[src/rtl/mod_counter_pkg.sv]
// ============================================================================
// Module      : mod_counter_pkg
// Description : Shared direction encoding and elaboration helpers for mod_counter.
// Revision    : 1.0 - initial release
// ============================================================================
`default_nettype none

package mod_counter_pkg;

    typedef enum logic {
        DIR_UP   = 1'b0,
        DIR_DOWN = 1'b1
    } dir_e;

    function automatic int clog2(input longint unsigned value);
        int result;
        result = 0;
        while ((longint'(1) << result) < value) begin
            result = result + 1;
        end
        return result;
    endfunction

    function automatic bit width_legal(input int unsigned width);
        return (width >= 1) && (width <= 32);
    endfunction

    function automatic bit modulo_legal(input int unsigned width, input longint unsigned modulo);
        return (modulo == 0) || ((modulo >= 2) && (modulo <= (64'd1 << width)));
    endfunction

    function automatic bit prescale_legal(input longint unsigned prescale);
        return (prescale >= 1) && (prescale <= 65536);
    endfunction

endpackage

`default_nettype wire

[src/rtl/prescaler_tick.sv]
// ============================================================================
// Module      : prescaler_tick
// Description : Enabled-cycle divider producing a combinational step strobe.
// Revision    : 1.0 - initial release
// ============================================================================
`default_nettype none

module prescaler_tick
    import mod_counter_pkg::*;
#(
    parameter int unsigned PRESCALE = 1
) (
    input  logic CLK,
    input  logic RST,
    input  logic EN,
    input  logic CLR,
    output logic STEP
);

    localparam int PRE_W = (clog2(PRESCALE) < 1) ? 1 : clog2(PRESCALE);
    localparam logic [PRE_W-1:0] PRE_LAST = PRE_W'(PRESCALE - 1);

    logic [PRE_W-1:0] pre_q;
    logic [PRE_W-1:0] pre_d;

    always_comb begin
        STEP  = EN && (pre_q == PRE_LAST);
        pre_d = pre_q;
        if (CLR) begin
            pre_d = '0;
        end else if (EN) begin
            pre_d = STEP ? '0 : pre_q + PRE_W'(1);
        end
    end

    always_ff @(posedge CLK) begin
        if (RST) begin
            pre_q <= '0;
        end else begin
            pre_q <= pre_d;
        end
    end

endmodule

`default_nettype wire

[src/rtl/mod_counter.sv]
// ============================================================================
// Module      : mod_counter
// Description : Up/down modulo counter with prescaler, load, wrap/saturate and TC.
// Revision    : 1.0 - initial release
// ============================================================================
`default_nettype none

module mod_counter
    import mod_counter_pkg::*;
#(
    parameter int unsigned     WIDTH    = 31,
    parameter longint unsigned MODULO   = 0,
    parameter int unsigned     PRESCALE = 1,
    parameter bit              SATURATE = 1'b0
) (
    input  logic             CLK,
    input  logic             RST,
    input  logic             EN,
    input  logic             DIR,
    input  logic             LOAD,
    input  logic [WIDTH-1:0] LOAD_VAL,
    output logic [WIDTH-1:0] COUNT,
    output logic             TC,
    output logic             TICK
);

    if (!width_legal(WIDTH)) begin : g_bad_width
        $error("mod_counter: WIDTH must be 1..32");
    end
    if (!modulo_legal(WIDTH, MODULO)) begin : g_bad_modulo
        $error("mod_counter: MODULO must be 0 or 2..2**WIDTH");
    end
    if (!prescale_legal(PRESCALE)) begin : g_bad_prescale
        $error("mod_counter: PRESCALE must be 1..65536");
    end

    // Full-range mode terminates at all-ones and wraps by natural overflow.
    localparam logic [WIDTH-1:0] TERM = (MODULO == 0) ? {WIDTH{1'b1}} : WIDTH'(MODULO - 1);

    logic             step;
    logic [WIDTH-1:0] count_q, count_d;
    logic             tc_q, tc_d;
    logic             tick_q, tick_d;

    prescaler_tick #(
        .PRESCALE (PRESCALE)
    ) u_prescaler (
        .CLK  (CLK),
        .RST  (RST),
        .EN   (EN),
        .CLR  (LOAD),
        .STEP (step)
    );

    always_comb begin
        count_d = count_q;
        tc_d    = 1'b0;
        tick_d  = 1'b0;
        if (LOAD) begin
            count_d = (LOAD_VAL > TERM) ? TERM : LOAD_VAL;
        end else if (step) begin
            tick_d = 1'b1;
            if (dir_e'(DIR) == DIR_UP) begin
                if (count_q == TERM) begin
                    tc_d = 1'b1;
                    if (!SATURATE) begin
                        count_d = '0;
                    end
                end else begin
                    count_d = count_q + WIDTH'(1);
                end
            end else begin
                if (count_q == '0) begin
                    tc_d = 1'b1;
                    if (!SATURATE) begin
                        count_d = TERM;
                    end
                end else begin
                    count_d = count_q - WIDTH'(1);
                end
            end
        end
    end

    always_ff @(posedge CLK) begin
        if (RST) begin
            count_q <= '0;
            tc_q    <= 1'b0;
            tick_q  <= 1'b0;
        end else begin
            count_q <= count_d;
            tc_q    <= tc_d;
            tick_q  <= tick_d;
        end
    end

    assign COUNT = count_q;
    assign TC    = tc_q;
    assign TICK  = tick_q;

endmodule

`default_nettype wire

[config.mk]
export PLATFORM = sky130hd
export DESIGN_NAME = mod_counter
export DESIGN_NICKNAME = d
export VERILOG_FILES = /design/src/rtl/mod_counter_pkg.sv /design/src/rtl/prescaler_tick.sv /design/src/rtl/mod_counter.sv
export SDC_FILE = /design/constraint.sdc
export NUM_CORES = 1
export LEC_CHECK = 0
export ABC_CLOCK_PERIOD_IN_PS = 3600
export BUFFER_PORTS_ARGS = -buffer_cell sky130_fd_sc_hd__buf_2
export CAP_MARGIN = 20
export CORE_UTILIZATION = 46
export DETAILED_ROUTE_END_ITERATION = 6
export PLACE_DENSITY = 0.7
export SETUP_SLACK_MARGIN = 0.1
export SYNTH_ARGS = -nofsm -noshare
export SYNTH_HDL_FRONTEND = slang
export SYNTH_HIERARCHICAL = 1
export SYNTH_SLANG_ARGS = --single-unit
[constraint.sdc]
create_clock -name CLK -period 3.6 [get_ports CLK]
set_clock_uncertainty 0.15 [all_clocks]
set_input_delay 0.54 -clock CLK [delete_from_list [all_inputs] [get_ports CLK]]
set_output_delay 0.54 -clock CLK [all_outputs]
set_load 0.02 [all_outputs]
Word-level counts from Yosys, hierarchy flattened --
Index checks and enable logic that the tools add are counted.
Cells by class: $lt $le $gt $ge 1, equal/unequal tests 1, $add $sub $neg 3, bitwise operators 2, multiplexer cells 11, reductions and logical operators 5
Operators with widths (count):
- two-way mux 31 bit | 6
- adder 31 x 1 -> 31 bit (second input constant) | 1
- == test 31 bit (second input constant) | 1
- > comparator 31 bit (second input constant) | 1
- logical NOT 31 bit | 1
- subtractor 31 x 1 -> 31 bit (second input constant) | 1
- two-way mux 1 bit | 5
- OR reduction 3 bit | 1
- NOT 1 bit | 2
- nonzero test 2 bit | 1
- OR reduction 2 bit | 1
- adder 1 bit (second input constant) | 1
- logical AND 1 bit | 1
Word-level totals: logic and storage cells 27, bits in registers 34

Depth between registers and ports, before layout --
depth after elaboration 5, depth in mapped cells 9, gate-level depth less buffers 8

Cells and area by module --
Netlist, hierarchy kept.
By module, submodules not included:
- mod_counter | instances 1, area each 2932.8 um^2, cells each 422, sequential area each 660.6 um^2
- prescaler_tick | instances 1, area each 41.3 um^2, cells each 3, sequential area each 20.0 um^2

Worst setup path before layout --
No wires, ideal clock.
path kind register -> register, from register count_q[16] (netlist: COUNT[16]), to register count_q[28] (netlist: COUNT[28]), data required time 3347 ps, path buffers 2, path slack 721 ps, arrival 2625 ps, cell stages (with the launch flop) 9, cells stage by stage dfxtp_1 buf_2 or4_4 or4_4 buf_6 or3_4 o22ai_2 mux2i_1 a2111oi_2
On the way: cells in the longest elaborated chain, start to end 5
RTL lines:
- from (decl) | RTL line mod_counter.sv:41 | logic [WIDTH-1:0] count_q, count_d;
- from (signal assigned) | RTL line mod_counter.sv:91 | count_q <= count_d;
- adder 31 x 1 -> 31 bit, or another cell as far along | RTL line mod_counter.sv:70 | count_d = count_q + WIDTH'(1);
- two-way mux 31 bit (on tied branches) | RTL line mod_counter.sv:64, mod_counter.sv:73
- two-way mux 31 bit * | RTL line mod_counter.sv:63 | if (dir_e'(DIR) == DIR_UP) begin
- two-way mux 31 bit * | RTL line mod_counter.sv:61 | end else if (step) begin
- two-way mux 31 bit * | RTL line mod_counter.sv:59 | if (LOAD) begin
Mark *: on every way between the ends. The rest lies on a longest branch, timed or not. The select of a mux whose other input is x is not followed. A chain may end at the register's enable or synchronous reset.

Worst setup path after layout --
from register count_q[15] (netlist: COUNT[15]), to register count_q[13] (netlist: COUNT[13])
On the way: cells in the longest elaborated chain, start to end 5
RTL lines (RTL line):
- == test 31 bit or logical NOT 31 bit (tied branches) | mod_counter.sv:64, mod_counter.sv:73
- two-way mux 31 bit (on tied branches) | mod_counter.sv:64, mod_counter.sv:73
- two-way mux 31 bit * | mod_counter.sv:63
- two-way mux 31 bit * | mod_counter.sv:61
- two-way mux 31 bit * | mod_counter.sv:59
Marked as above.

==> results by group <==
Setup path
  • Critical path data required time: 3.65 ns
  • Slowest library cell on the worst path: or4_4
  • Kind of launch point of the worst setup path: flop
  • Highest net fanout along the worst path: 11
  • Critical path cell sequence: or4_4, nor4_1, nand4_1, nand2b_1, buf_4, a21oi_1, a211oi_1
  • Startpoint of the most critical setup path: COUNT[15]
  • Register-to-Register Setup Slack: 0.54 ns
  • RR Startpoint: COUNT[15]
  • Number of cell instances on the worst register-to-register path: 7
  • Worst stage delay on the critical path: 0.59 ns
  • Critical path type: flop to flop
  • Crit. End Element: flop
  • R2r endpoint: COUNT[13]
  • Critical path buffers and inverters: 1
  • CP delay by family, top: simple AND/OR/NAND/NOR gates
  • Data arrival at the endpoint of the critical path: 3.11 ns

Route
  • Routed len/inst: 18.06 µm
  • Routed vias: 3463
  • Per-cell via count in the routed design: 6.296
  • Number of antenna-violating nets in the routed design: 0
  • Number of detailed-route iterations in the first pass: 7
  • DRT Wirelength: 9931 µm
  • Initial detailed-routing violation count: 410
  • Post-route DRC violation count: 0

Cells and area
  • Post-route insts no fill: 550
  • Register Area: 680.7 µm²
  • Area growth, synth to finish: 15.52%
  • Final core utilization: 56.69%
  • Number of diodes added for antenna fixing: 0
  • Area of all placed cells without fillers: 3436 µm²
  • Total area of multi-input combinational cells: 2102 µm²
  • Filler instances: 639
  • Layout cells sized above 1: 21.26%
  • Final Net Count: 513

Place
  • Pre-CTS worst setup slack: 0.6341 ns
  • Final Wtd Congestion: 0.9896
  • Cell area after placement: 3344 µm²
  • Port Buffers: 68
  • Post-detailed-placement half-perimeter wirelength: 7181 µm
  • Count of placed standard cells including taps: 542

Clocking
  • Library cell used as clock root buffer: clkbuf_8
  • # Post-CTS Setup Buffers: 0
  • TritonCTS clock tree: built
  • Maximum level of the CTS H-tree: 2
  • Cells resized by post-CTS repair: 0
  • Number of buffers inserted by hold repair at cts: 0
  • Clk slew on worst S/H paths: 0.08 ns
  • Maximum clock insertion buffer count: 2
  • Total clock buffers created by CTS: 5
  • CTS sink cnt: 34
  • Clock latency reported for the late side of the worst-skew pair: 0.29 ns

Timing
  • RSZ-0062 raised after global routing: no
  • Worst setup slack after layout: 0.5434 ns
  • Fmax achieved: 0.3272 GHz
  • Final-report hold violation count: 0
  • Final worst-path cycle share: 84.91%
  • Clock period minus worst slack: 3.057 ns
  • Final total negative setup slack: 0 ns
  • Worst slew margin: 39.44%
  • Max-slew violation total from the final report: 0
  • Slew at the pin closest to its max-slew limit: 0.9051 ns
  • Final Hold Slack: 0.2735 ns
  • # setup viols final: 0

Logic synthesis
  • Ys flop type: dfxtp_1
  • Number of flops mapped to enable cells by yosys: 0
  • Post-synthesis cell count: 425
  • Post-synthesis average cell area: 6.998 µm²
  • Synthesized flop and latch total: 34
  • Sequential share of the synthesized area: 22.89%
  • Post-synth design cell area: 2974 µm²
  • Number of warnings printed during yosys synthesis: 6
  • Async S/R FF share, synth: 0%
  • Syn_nets: 464
  • Library cells used by synthesis: 57

Power and ir drop
  • IR Drop Worst-Case VDD: 0.1857 mV
  • Switching pwr: 417.2 µW
  • Internal portion of total power: 687.3 µW
  • Switching Fraction: 37.77%
  • Clock network fraction of total power: 28.5%
  • Power after layout: 1.105 mW
  • PwrDens: 321.5 nW/µm²
  • Leakage: 1.467 nW
  • Part of the total power dissipated in sequential elements: 42.3%
  • Comb pwr share: 29.2%

Floorplan
  • Cell Rows: 28
  • Die area: 6791 µm²
  • Total I/O pin count: 69
  • Effective utilization at floorplan: 49.07%
  • Floorplan die height: 82.41 µm
  • Floorplan core area: 6061 µm²
  • Width of the die: 82.41 µm

Global routing
  • Initial antenna violation count: 0
  • Overall track demand over capacity in global routing: 31.47%
  • Largest net degree at the start of global routing: 37
  • Vias in the first global route: 3069
  • Total congestion overflow: 0
  • Global-route wire length before repair: 16040 µm

Worst hold path
  • Hold Crit Start: EN
  • Hold depth: 2
  • Endpoint of the worst hold path: u_prescaler/pre_q
  • Path class of the lowest-slack min-delay path: input pin to flop

Status
  • Result of the run: finished clean

Flow run
  • Max-cap violation count: 0
==> cells by family after synthesis <==
family	Yosys count	synth area share [%]
adders and majority gates	3	1.262
AOI/OAI and AO/OA	102	22.59
muxes	4	1.346
xor gates and xnor gates	37	10.90
DFF	34	22.89
and+or+nand+nor	198	34.50
buffers and inverters	47	6.521
==> sequential cells by signal (all words and copies together), names as in the netlist <==
| name | cells |
|---|---|
| COUNT | 31 |
| TC | 1 |
| TICK | 1 |
| u_prescaler/pre_q | 1 |
==> worst reg2reg max path: stages, from the launching register on <==
cell	delay [ns]
dfxtp_1	0.41
or4_4	0.59
nor4_1	0.41
nand4_1	0.35
nand2b_1	0.45
buf_4	0.28
a21oi_1	0.06
a211oi_1	0.26
==> area by class of cell <==
| cell class | count | area share (%) |
|---|---|---|
| clock inverters | 1 | 0.1457 |
| inverters | 8 | 0.8740 |
| flip-flops and latches | 34 | 19.81 |
| well taps | 75 | 2.731 |
| multi-input cells | 344 | 61.18 |
| repair buffers | 81 | 12.75 |
| clock buffers | 7 | 2.513 |
==> power by group through the flow <==
stage	registers (mW)	logic, mW	clock network (mW)
2_1_floorplan	0.466	0.226	0
3_3_place_gp	0.472	0.317	0
3_5_place_dp	0.475	0.318	0
4_1_cts	0.466	0.320	0.317
5_1_grt	0.474	0.357	0.332
6_report	0.467	0.323	0.314
==> placed cells by master, fill, tap and decap left out, drive strengths merged, types with 10 or more instances in the layout <==
cell type / n
a21oi: 28
a221oi: 11
and3: 10
buf: 81
dfxtp: 34
nand2: 48
nand3: 18
nand4: 11
nor2: 41
nor3: 17
nor4: 15
o21ai: 28
or4: 10
xnor2: 16
xor2: 21
==> metal layers <==
| metal | track usage, % | part of all wire [%] | vias up | routed length [µm] |
|---|---|---|---|---|
| li1 | - | - | 1649 | - |
| met1 | 43.75 | 45 | 1621 | 4501 |
| met2 | 49.09 | 45 | 167 | 4437 |
| met3 | 5.165 | 7.5 | 26 | 745 |
| met4 | 10.18 | 2.5 | 0 | 247 |
| met5 | 0 | 0 | - | 0 |
==> worst max path at each step <==
stage | to | slack (ns) | cells past startpoint
after floorplan | COUNT[28] | 0.72 | 8
after global placement | COUNT[9] | 0.62 | 7
after detailed placement | COUNT[13] | 0.63 | 7
after CTS | COUNT[13] | 0.59 | 7
after global routing | COUNT[13] | 0.39 | 7
final | COUNT[13] | 0.54 | 7
==> synth_stat cells (2+ instances only) <==
master | count | share of area [%]
o22ai_1 | 2 | 0.42
nor2b_1 | 4 | 0.84
and3_1 | 10 | 2.1
a221oi_1 | 11 | 3.2
a21o_1 | 2 | 0.50
a211oi_1 | 7 | 1.8
dfxtp_1 | 34 | 23
or3_1 | 7 | 1.5
xnor2_1 | 16 | 4.7
a21boi_0 | 2 | 0.50
ha_1 | 3 | 1.3
xor2_1 | 21 | 6.2
a21oi_1 | 28 | 4.7
nor2_1 | 41 | 5.2
mux2i_1 | 4 | 1.3
inv_1 | 8 | 1.0
nand4_1 | 11 | 2.3
nand3b_1 | 3 | 0.76
and4_1 | 2 | 0.59
clkbuf_1 | 34 | 4.3
nor4_1 | 14 | 2.9
or4_4 | 2 | 0.76
or4_1 | 8 | 2.0
buf_6 | 2 | 0.76
buf_2 | 2 | 0.34
nor3_1 | 17 | 2.9
o21ai_0 | 27 | 4.5
a32o_1 | 2 | 0.67
nand2_1 | 48 | 6.1
or2_2 | 4 | 0.84
a22o_1 | 2 | 0.59
nand2b_1 | 4 | 0.84
o31ai_1 | 2 | 0.50
nand3_1 | 18 | 3.0
No activity file was read; power rests on OpenSTA's default activity.
